**config.mk**
```make
export PLATFORM = sky130hd
export DESIGN_NAME = bit_serial_subtractor_flat
export DESIGN_NICKNAME = d
export VERILOG_FILES = /design/src/rtl/bit_serial_subtractor_if.sv /design/src/rtl/bit_serial_subtractor.sv /design/src/flat_wrapper.sv
export SDC_FILE = /design/constraint.sdc
export NUM_CORES = 1
export LEC_CHECK = 0
export CORE_ASPECT_RATIO = 0.8
export CORE_MARGIN = 2
export CORE_UTILIZATION = 30
export CTS_CLUSTER_SIZE = 30
export DETAILED_ROUTE_END_ITERATION = 8
export PLACE_DENSITY = 0.5
export SLEW_MARGIN = 20
export SYNTH_ARGS = -nofsm -noshare
export SYNTH_HDL_FRONTEND = slang
export SYNTH_SLANG_ARGS = --single-unit
```
**constraint.sdc**
```tcl
create_clock -name clk -period 4.1 [get_ports clk]
set_clock_uncertainty 0.15 [all_clocks]
set_input_delay 1.025 -clock clk [delete_from_list [all_inputs] [get_ports clk]]
set_output_delay 1.025 -clock clk [all_outputs]
set_load 0.01 [all_outputs]
```
**src/rtl/bit_serial_subtractor_if.sv**
```systemverilog
// Handshake and operand/result bundle for the bit-serial subtractor.
// The requester drives start/operands through master; the subtractor answers through slave.
interface bit_serial_subtractor_if #(
    parameter int WIDTH = 8
);
    logic             start;
    logic [WIDTH-1:0] a;
    logic [WIDTH-1:0] b;
    logic             bin;
    logic             busy;
    logic             done;
    logic [WIDTH-1:0] diff;
    logic             bout;

    modport master (
        output start, a, b, bin,
        input  busy, done, diff, bout
    );

    modport slave (
        input  start, a, b, bin,
        output busy, done, diff, bout
    );
endinterface

```
**src/rtl/bit_serial_subtractor.sv**
```systemverilog
// Bit-serial WIDTH-bit subtractor: one full-subtractor step per clock, LSB first.
// The published diff/bout only change on the cycle that completes an operation.
module bit_serial_subtractor #(
    parameter int WIDTH = 8
) (
    input  logic                   clk,
    input  logic                   rst,
    bit_serial_subtractor_if.slave bus
);
    localparam int CNT_W = (WIDTH > 2) ? $clog2(WIDTH) : 1;
    localparam logic [CNT_W-1:0] CNT_LAST = CNT_W'(WIDTH - 1);

    typedef enum logic [1:0] {
        ST_IDLE = 2'd0,
        ST_RUN  = 2'd1,
        ST_DONE = 2'd2
    } state_t;

    state_t           state_q, state_d;
    logic [WIDTH-1:0] ra_q, ra_d;
    logic [WIDTH-1:0] rb_q, rb_d;
    logic [WIDTH-1:0] rd_q, rd_d;
    logic             br_q, br_d;
    logic [CNT_W-1:0] cnt_q, cnt_d;
    logic             busy_q, busy_d;
    logic             done_q, done_d;
    logic [WIDTH-1:0] diff_q, diff_d;
    logic             bout_q, bout_d;

    logic             bit_d_s;
    logic             bit_br_s;

    // Full-subtractor cell on the current LSBs, plus next-state selection.
    always_comb begin
        bit_d_s  = ra_q[0] ^ rb_q[0] ^ br_q;
        bit_br_s = (~ra_q[0] & rb_q[0]) | (~(ra_q[0] ^ rb_q[0]) & br_q);

        state_d = state_q;
        ra_d    = ra_q;
        rb_d    = rb_q;
        rd_d    = rd_q;
        br_d    = br_q;
        cnt_d   = cnt_q;
        busy_d  = busy_q;
        done_d  = 1'b0;
        diff_d  = diff_q;
        bout_d  = bout_q;

        case (state_q)
            ST_IDLE, ST_DONE: begin
                if (bus.start) begin
                    state_d = ST_RUN;
                    ra_d    = bus.a;
                    rb_d    = bus.b;
                    br_d    = bus.bin;
                    cnt_d   = {CNT_W{1'b0}};
                    rd_d    = {WIDTH{1'b0}};
                    busy_d  = 1'b1;
                end else begin
                    state_d = ST_IDLE;
                    busy_d  = 1'b0;
                end
            end
            ST_RUN: begin
                ra_d = {1'b0, ra_q[WIDTH-1:1]};
                rb_d = {1'b0, rb_q[WIDTH-1:1]};
                rd_d = {bit_d_s, rd_q[WIDTH-1:1]};
                br_d = bit_br_s;
                if (cnt_q == CNT_LAST) begin
                    // The last bit is folded straight into the published result.
                    state_d = ST_DONE;
                    busy_d  = 1'b0;
                    done_d  = 1'b1;
                    diff_d  = {bit_d_s, rd_q[WIDTH-1:1]};
                    bout_d  = bit_br_s;
                end else begin
                    cnt_d = cnt_q + CNT_W'(1);
                end
            end
            default: begin
                state_d = ST_IDLE;
                busy_d  = 1'b0;
            end
        endcase
    end

    // State, working registers and registered outputs.
    always_ff @(posedge clk or posedge rst) begin
        if (rst) begin
            state_q <= ST_IDLE;
            ra_q    <= {WIDTH{1'b0}};
            rb_q    <= {WIDTH{1'b0}};
            rd_q    <= {WIDTH{1'b0}};
            br_q    <= 1'b0;
            cnt_q   <= {CNT_W{1'b0}};
            busy_q  <= 1'b0;
            done_q  <= 1'b0;
            diff_q  <= {WIDTH{1'b0}};
            bout_q  <= 1'b0;
        end else begin
            state_q <= state_d;
            ra_q    <= ra_d;
            rb_q    <= rb_d;
            rd_q    <= rd_d;
            br_q    <= br_d;
            cnt_q   <= cnt_d;
            busy_q  <= busy_d;
            done_q  <= done_d;
            diff_q  <= diff_d;
            bout_q  <= bout_d;
        end
    end

    assign bus.busy = busy_q;
    assign bus.done = done_q;
    assign bus.diff = diff_q;
    assign bus.bout = bout_q;
endmodule

```
**src/flat_wrapper.sv**
```systemverilog
// flat-port wrapper written by rule: the top's interface ports become plain ports
module bit_serial_subtractor_flat 
#(
    parameter int WIDTH = 8
)
  (clk, rst, bus_start, bus_a, bus_b, bus_bin, bus_busy, bus_done, bus_diff, bus_bout);
  bit_serial_subtractor_if #(.WIDTH(WIDTH)) bus_i ();
  input  logic clk;
  input  logic rst;
  input wire logic [$bits(bus_i.start)-1:0] bus_start;
  input wire logic [$bits(bus_i.a)-1:0] bus_a;
  input wire logic [$bits(bus_i.b)-1:0] bus_b;
  input wire logic [$bits(bus_i.bin)-1:0] bus_bin;
  output wire logic [$bits(bus_i.busy)-1:0] bus_busy;
  output wire logic [$bits(bus_i.done)-1:0] bus_done;
  output wire logic [$bits(bus_i.diff)-1:0] bus_diff;
  output wire logic [$bits(bus_i.bout)-1:0] bus_bout;
  assign bus_i.start = bus_start;
  assign bus_i.a = bus_a;
  assign bus_i.b = bus_b;
  assign bus_i.bin = bus_bin;
  assign bus_busy = bus_i.busy;
  assign bus_done = bus_i.done;
  assign bus_diff = bus_i.diff;
  assign bus_bout = bus_i.bout;
  bit_serial_subtractor #(.WIDTH(WIDTH)) u_core (.clk(clk), .rst(rst), .bus(bus_i));
endmodule
```
Yosys cells after proc, flatten, opt, wreduce, memory -nomap -nowiden
Index checks and enable logic that the tools add are counted.
- add/subtract/negate cells: 1
- equal/unequal tests: 6
- muxes and demuxes: 19
- bitwise gates (word level): 7
- reduce and logical (&&, ||, !) cells: 6
- operators with widths (cell ; count):
    8-bit case mux with 2 select lines ; 3
    8-bit two-way mux ; 3
    1-bit two-way mux ; 6
    3-bit two-way mux ; 2
    3-bit case mux with 2 select lines ; 1
    2-bit inequality test (second input constant) ; 2
    1-bit case mux with 2 select lines ; 2
    2-bit case mux with 2 select lines ; 1
    2-bit AND reduction ; 2
    3-bit by 1-bit adder with 3-bit output (second input constant) ; 1
    3-bit equality test (second input constant) ; 1
    3-bit AND reduction ; 1
    1-bit bitwise AND ; 2
    2-bit by 1-bit equality test with 1-bit output (second input constant) ; 1
    2-bit equality test (second input constant) ; 1
    2-bit zero test ; 1
    2-bit two-way mux ; 1
    2-bit by 1-bit inequality test with 1-bit output (second input constant) ; 1
    1-bit NOT ; 2
    2-bit nonzero test ; 1
    2-bit OR reduction ; 1
    1-bit bitwise XOR ; 2
    1-bit bitwise OR ; 1
- bits in registers: 41
- input bits: 20
- output and inout port bits: 11
- logic and storage cells: 49

Depth between registers and ports, before layout
Gate-level depths: netlist of run 1.
- depth after elaboration: 5
- mapped depth: 6
- mapped depth without buffers: 5

Worst setup path after synthesis of run 1
No wires, ideal clock.
- path kind: input -> register
- start: input port bus_start
- end: register u_core.rd_q[1]
- setup time: 121 ps
- arrival: 1725 ps
- required time: 3829 ps
- slack: 2104 ps
- stages: 5
- path buffers: 2
- cells stage by stage: buf_2 nor2_2 a21o_4 buf_6 a22o_1
- word-level cells in the longest chain between the ends: 2
- ends and longest elaborated chain (item ; line ; text):
    from (decl) ; flat_wrapper.sv:10 ; input wire logic [$bits(bus_i.start)-1:0] bus_start;
    2-bit inequality test (no line) ; - ;
    2-bit AND reduction (no line) ; - ;
    to (signal assigned) ; bit_serial_subtractor.sv:93 ; rd_q <= {WIDTH{1'b0}};
    to (signal assigned) ; bit_serial_subtractor.sv:104 ; rd_q <= rd_d;
    to (decl) ; bit_serial_subtractor.sv:22 ; logic [WIDTH-1:0] rd_q, rd_d;
No other way between the ends.
A chain may end at the register's enable or synchronous reset.

Worst setup path in the final report of run 1
- start: input port bus_start
- end: register u_core.rb_q[5]
- word-level cells in the longest chain between the ends: 2
- ends and longest elaborated chain (item ; line ; text):
    2-bit inequality test (no line) ; - ;
    2-bit AND reduction (no line) ; - ;
    to (signal assigned) ; bit_serial_subtractor.sv:92 ; rb_q <= {WIDTH{1'b0}};
    to (signal assigned) ; bit_serial_subtractor.sv:103 ; rb_q <= rb_d;
    to (decl) ; bit_serial_subtractor.sv:21 ; logic [WIDTH-1:0] rb_q, rb_d;
No other way between the ends.

==> results of run 1 <==
## final cells by class
class / instances / area share
Clock buffer: 5 / 0.0301
Tap cell: 81 / 0.0443
Inverter: 10 / 0.0164
Clock inverter: 2 / 0.0263
Multi-Input combinational cell: 91 / 0.311
Sequential cell: 40 / 0.438
Timing Repair Buffer: 31 / 0.135
## cells by family after synthesis
family | after synthesis
buf+inv | 20
compound gates | 44
simple gates | 27
flops | 40
mux | 17
fa+ha+maj | 3
## where the power goes
group	switching (mW)	internal, mW
clock	0.133	0.240
sequential	0.146	0.565
combinational	0.234	0.324
## Yosys cell counts, drive strengths merged
cell type,n
buf,9
ha,2
o22ai,6
or3b,1
nand3,6
a21o,3
fa,1
a22o,9
dfrtp,40
nand3b,1
nor2,2
clkbuf,1
a211oi,7
mux2i,8
inv,10
nand2,5
mux2,9
nor2b,9
o21ai,5
o211ai,1
a21oi,13
nand2b,3
## metal layers
| metal | vias up | GRT usage | wire, um |
|---|---|---|---|
| li1 | 588 | - | - |
| met1 | 590 | 0.145 | 1680 |
| met2 | 38 | 0.166 | 1430 |
| met3 | 5 | 0.0349 | 197 |
| met4 | 0 | 0.0253 | 29 |
| met5 | - | 0 | 0 |
## flip-flops by register name (all words and copies together) (netlist names)
register         cells
u_core.rd_q          7
u_core.bus.done      1
u_core.bus.bout      1
u_core.state_q       2
u_core.cnt_q         3
u_core.bus.busy      1
u_core.rb_q          8
u_core.bus.diff      8
u_core.ra_q          8
u_core.br_q          1
## how the worst max path moves through the flow
stage,startpoint,to,slack (ps)
6_report,bus_start,u_core.rb_q[5],1470
5_1_grt,bus_start,u_core.rb_q[3],1310
4_1_cts,bus_start,u_core.rb_q[3],1480
3_5_place_dp,bus_start,u_core.rb_q[3],1170
3_3_place_gp,bus_start,u_core.rb_q[0],1220
2_1_floorplan,rst,u_core.br_q,2010
## critical path: stages
cell	delay [ps]
clkdlybuf4s50_1	910
nand2b_1	390
o22ai_1	260
a21oi_1	60
==> summary.txt, run 1 <==
GRT
  • Largest net degree at the start of global routing: 41
  • First-pass GRT wire length: 5690 um
  • Gr ovfl total: 0
  • GRT Total Usage: 0.107
  • Initial antenna violation count: 0
  • Vias in the first global route: 1176

Timing
  • Max-slew violations: 0
  • Final period util: 0.641
  • Final hold slack: 339 ps
  • # setup viols final: 0
  • RSZ-0062 raised after global routing: no
  • Tmin final: ~2600 ps
  • Fin. Hold Viols: 0
  • Setup_tns: 0 ps
  • Relative slew slack: 0.400
  • Worst Tran Pin Value: 900 ps
  • FMAX: 381 MHz
  • Final worst slack: ~1500 ps

Layout
  • Core Util, Final: 0.389
  • Nets: approximately 200
  • Fin area: approximately 2300 um^2
  • Post-Layout Cell Count: 260
  • Seq. cell area: around 1000 um^2
  • Most common cell after layout, fill and taps aside: dfrtp_1
  • Area taken by multi-input logic gates: 711 um^2
  • Most frequent cells in the layout: 40 x dfrtp_1, 30 x clkdlybuf4s50_1, 13 x a21oi_1, 10 x inv_1
  • Layout cell share with drive strength beyond 1: 0.117
  • Final-layout fill cell count: roughly 600
  • Area Growth Syn to Fin: 25.3%
  • Diodes inserted: 0

Yosys
  • Top area cells in the synthesized netlist: dfrtp_1 55%, mux2_4 4.9%, mux2i_1 4.4%
  • Post-synthesis adder-cell area fraction: 0.0247
  • Post-Synth XOR/XNOR Area: 0
  • Avg Synthesized Cell Area: approximately 12 um^2
  • Synth warn: 0
  • Synth Instances: 151
  • Post-synthesis cell type count: 28
  • Main combinational cell family by area after synthesis: compound AO/OA/AOI/OAI gates
  • Post-synth top area share: 0.548
  • Cell Area, Synth: 1830 um^2
  • Register bit total from synthesis: 40
  • Synth Area in Simple Gates: 0.0905
  • Complex-gate fraction of the synthesized area: 0.162
  • Most area-hungry cell type in the Yosys netlist: dfrtp_1
  • Mapped Nets: 174
  • Sequential fraction of the synthesis area: 0.548
  • Mux share of post-synthesis cell area: 0.112

Power
  • Total power: 1.64 mW
  • Cell Pwr Density: around 720 nW/um^2
  • Lkg Pwr: 1.04 nW
  • Peak supply drop: 0.178 mV

Drt
  • DR vias/cell: 4.70
  • DRC viols: 0
  • Iteration-0 DRC Markers: 35
  • Per-cell routed wire length: 12.8 um
  • DR vias: 1221
  • Total Wirelength: roughly 3300 um
  • DRT Pass-1 Iters: 4
  • Post-route ant nets: 0

Job
  • Max-cap violations: 0

Placed design
  • Post-place setup slack: 1170 ps
  • Port bufs: 30
  • Cells after DPL: 253
  • Placer congestion estimate: 0.685
  • Dpl cell area: 2160 um^2
  • HPWL Detailed: 2240 um

CTS
  • Number of buffers inserted during clock tree synthesis: 5
  • TritonCTS clock tree: done
  • CTS sink cnt: 40
  • Longest Clk Path Bufs: 2
  • Worst-path clk slew: 70 ps
  • Root Driver: clkbuf_8
  • Post-CTS resize count: 0
  • Post-CTS setup buffer count: 0
  • Clock latency on the worst-skew pair: 280 ps
  • CTS H-Tree Depth: 2
  • Hold buffer count at CTS: 0

Floorplan
  • Die area: 6730 um^2
  • Core Region: roughly 5900 um^2
  • Cell row count: 25
  • I/O pin total: 31
  • Height of the die: 73.8 um
  • Die Width: 91.2 um
  • Starting Density: 0.310

Hold path
  • Hold wc startpoint: u_core.rb_q[6]
  • Hold Path End: u_core.rb_q[6]
  • Hold path depth: 1
  • Worst hold path class: reg2reg

Worst setup path
  • Crit end category: flop
  • R2R Path Start: u_core.state_q[0]
  • R2R Path End: u_core.rb_q[6]
  • Critical path startpoint category: primary input
  • Critical-path maximum fanout: 19
  • R2R Setup Slk: around 2000 ps
  • FF-to-FF path depth: 3
  • Crit path DAT: about 2700 ps
  • Worst Path Required: 4120 ps
  • Crit Path Category: in2reg

Status
  • Outcome: complete, no violations
Power figures use the tool's default switching activity.
==> run 2, diff against run 1 <==
Settings changed: PLACE_DENSITY 0.5 to 0.52.
Clock period 4.1 ns to 2.2 ns, I/O delays scaled along.
==> run 2 against run 1 <==
Net effect:
- register-to-register slack lost 1500 ps
- critical path type is now reg2out
- largest cell class unchanged
- via count grew 1.6%
- first-iteration DRC count is the same
- hold slack got worse by 0.81 ps
==> summary.txt, run 2 (same netlist as run 1, synthesis figures left out) <==
Job
  • Max-cap violations: 0

Layout
  • Area Growth Syn to Fin: 26.8%
  • Diodes inserted: 0
  • Final-layout fill cell count: 613
  • Most frequent cells in the layout: 40 x dfrtp_1, 30 x clkdlybuf4s50_1, 13 x a21oi_1, 10 x inv_1
  • Nets: 206
  • Layout cell share with drive strength beyond 1: 0.141
  • Most common cell after layout, fill and taps aside: dfrtp_1
  • Seq. cell area: 1000 um^2
  • Area taken by multi-input logic gates: 711 um^2
  • Fin area: 2310 um^2

Timing
  • Tmin final: 1890 ps
  • Setup_tns: 0 ps
  • Worst Tran Pin Value: 499 ps
  • Relative slew slack: 0.668
  • RSZ-0062 raised after global routing: no
  • Max-slew violations: 0
  • Fin. Hold Viols: 0
  • FMAX: 529 MHz
  • Final period util: 0.859
  • # setup viols final: 0

CTS
  • Longest Clk Path Bufs: 2
  • Hold buffer count at CTS: 0
  • Number of buffers inserted during clock tree synthesis: 5
  • Root Driver: clkbuf_8
  • Post-CTS setup buffer count: 0
  • Clock latency on the worst-skew pair: 290 ps
  • CTS sink cnt: 40
  • CTS H-Tree Depth: 2
  • Post-CTS resize count: 0
  • TritonCTS clock tree: done
  • Worst-path clk slew: 80 ps

Worst setup path
  • Worst path cell trace: clkdlybuf4s50_1
  • Crit Path Category: reg2out
  • Crit end category: output port
  • CP delay by family, top: buffers and inverters
  • Slowest-stage cell, CP: clkdlybuf4s50_1
  • Critical path startpoint category: flop
  • Crit path DAT: between 1000 and 1500 ps
  • Critical-path maximum fanout: 2
  • Buf+Inv Stages, Crit Path: 1
  • Slowest stage delay, CP: 540 ps
  • Worst Path Required: 1500 ps

Floorplan
  • Cell row count: 25
  • Core Region: between 5000 and 6000 um^2
  • Die Width: 91.2 um
  • Height of the die: approximately 74 um
  • I/O pin total: 31
  • Die area: 6730 um^2
  • Starting Density: 0.310

GRT
  • Largest net degree at the start of global routing: 41
  • Initial antenna violation count: 0
  • Vias in the first global route: 1282
  • Gr ovfl total: 0
  • GRT Total Usage: 0.113
  • First-pass GRT wire length: 5870 um

Drt
  • DR vias: 1240
  • Iteration-0 DRC Markers: 35
  • DR vias/cell: 4.68
  • Per-cell routed wire length: about 13 um
  • DRT Pass-1 Iters: 4
  • Post-route ant nets: 0
  • Total Wirelength: ~3300 um
  • DRC viols: 0

Placed design
  • HPWL Detailed: 2340 um
  • Placer congestion estimate: a little under 0.7
  • Dpl cell area: between 2000 and 2500 um^2
  • Port bufs: 30

Power
  • Cell Pwr Density: 1310 nW/um^2
  • Lkg Pwr: around 1.1 nW
  • Peak supply drop: around 0.42 mV

Status
  • Outcome: complete, no violations

Hold path
  • Worst hold path class: reg2reg
[run 2: cell count changes in the layout (fill, tap and decap cells not counted)]
| cell | delta |
|---|---|
| buf_4 | +4 |
| bufinv_16 | -1 |
| clkbuf_8 | +2 |
[run 2: path summary, 6_finish.rpt]
| path | startpoint | endpoint | slack, ps | cells past startpoint |
|---|---|---|---|---|
| max | u_core.bus.diff[7] | bus_diff[7] | 310 | 1 |
| min | u_core.ra_q[6] | u_core.ra_q[6] | 340 | 1 |
| max reg2reg | u_core.cnt_q[0] | u_core.bus.diff[4] | 500 | 4 |
| min reg2reg | u_core.ra_q[6] | u_core.ra_q[6] | 340 | 1 |
| max in group asynchronous | rst | u_core.rb_q[3] | 1020 | 3 |
| min in group asynchronous | rst | u_core.bus.diff[6] | 530 | 3 |
[run 2: layout make-up]
type	count	share of cell area
Sequential cell	40	0.432
Multi-Input combinational cell	91	0.307
Timing Repair Buffer	35	0.146
Tap cell	81	0.0438
Clock buffer	7	0.0416
Inverter	10	0.0162
Clock inverter	1	0.0130
[run 2: per-stage QoR]
step | total power, mW | std cells | util | setup WS (ps) | hold slack (ps)
5_1_grt | 3.30 | 265 | 0.394 | 257 | 366
2_1_floorplan | 2.08 | 151 | - | 582 | 298
3_3_place_gp | 2.38 | 257 | 0.372 | 184 | 319
4_1_cts | 3.09 | 265 | 0.394 | 295 | 345
3_5_place_dp | 2.42 | 257 | 0.372 | 129 | 326
6_report | 3.04 | 265 | 0.394 | 311 | 338
[run 2: layer usage]
metal	share of wire	track usage	wire (um)
met4	0.018	0.0522	59
met3	0.058	0.0410	193
met5	0	0	0
met2	0.48	0.181	1590
met1	0.45	0.136	1480
[run 2: power by group]
part | switching [mW] | internal (mW) | leakage, nW
registers | 0.231 | 1.05 | 0.500
clock network | 0.252 | 0.400 | 0.0645
logic | 0.477 | 0.626 | 0.496
total | 0.959 | 2.08 | 1.06
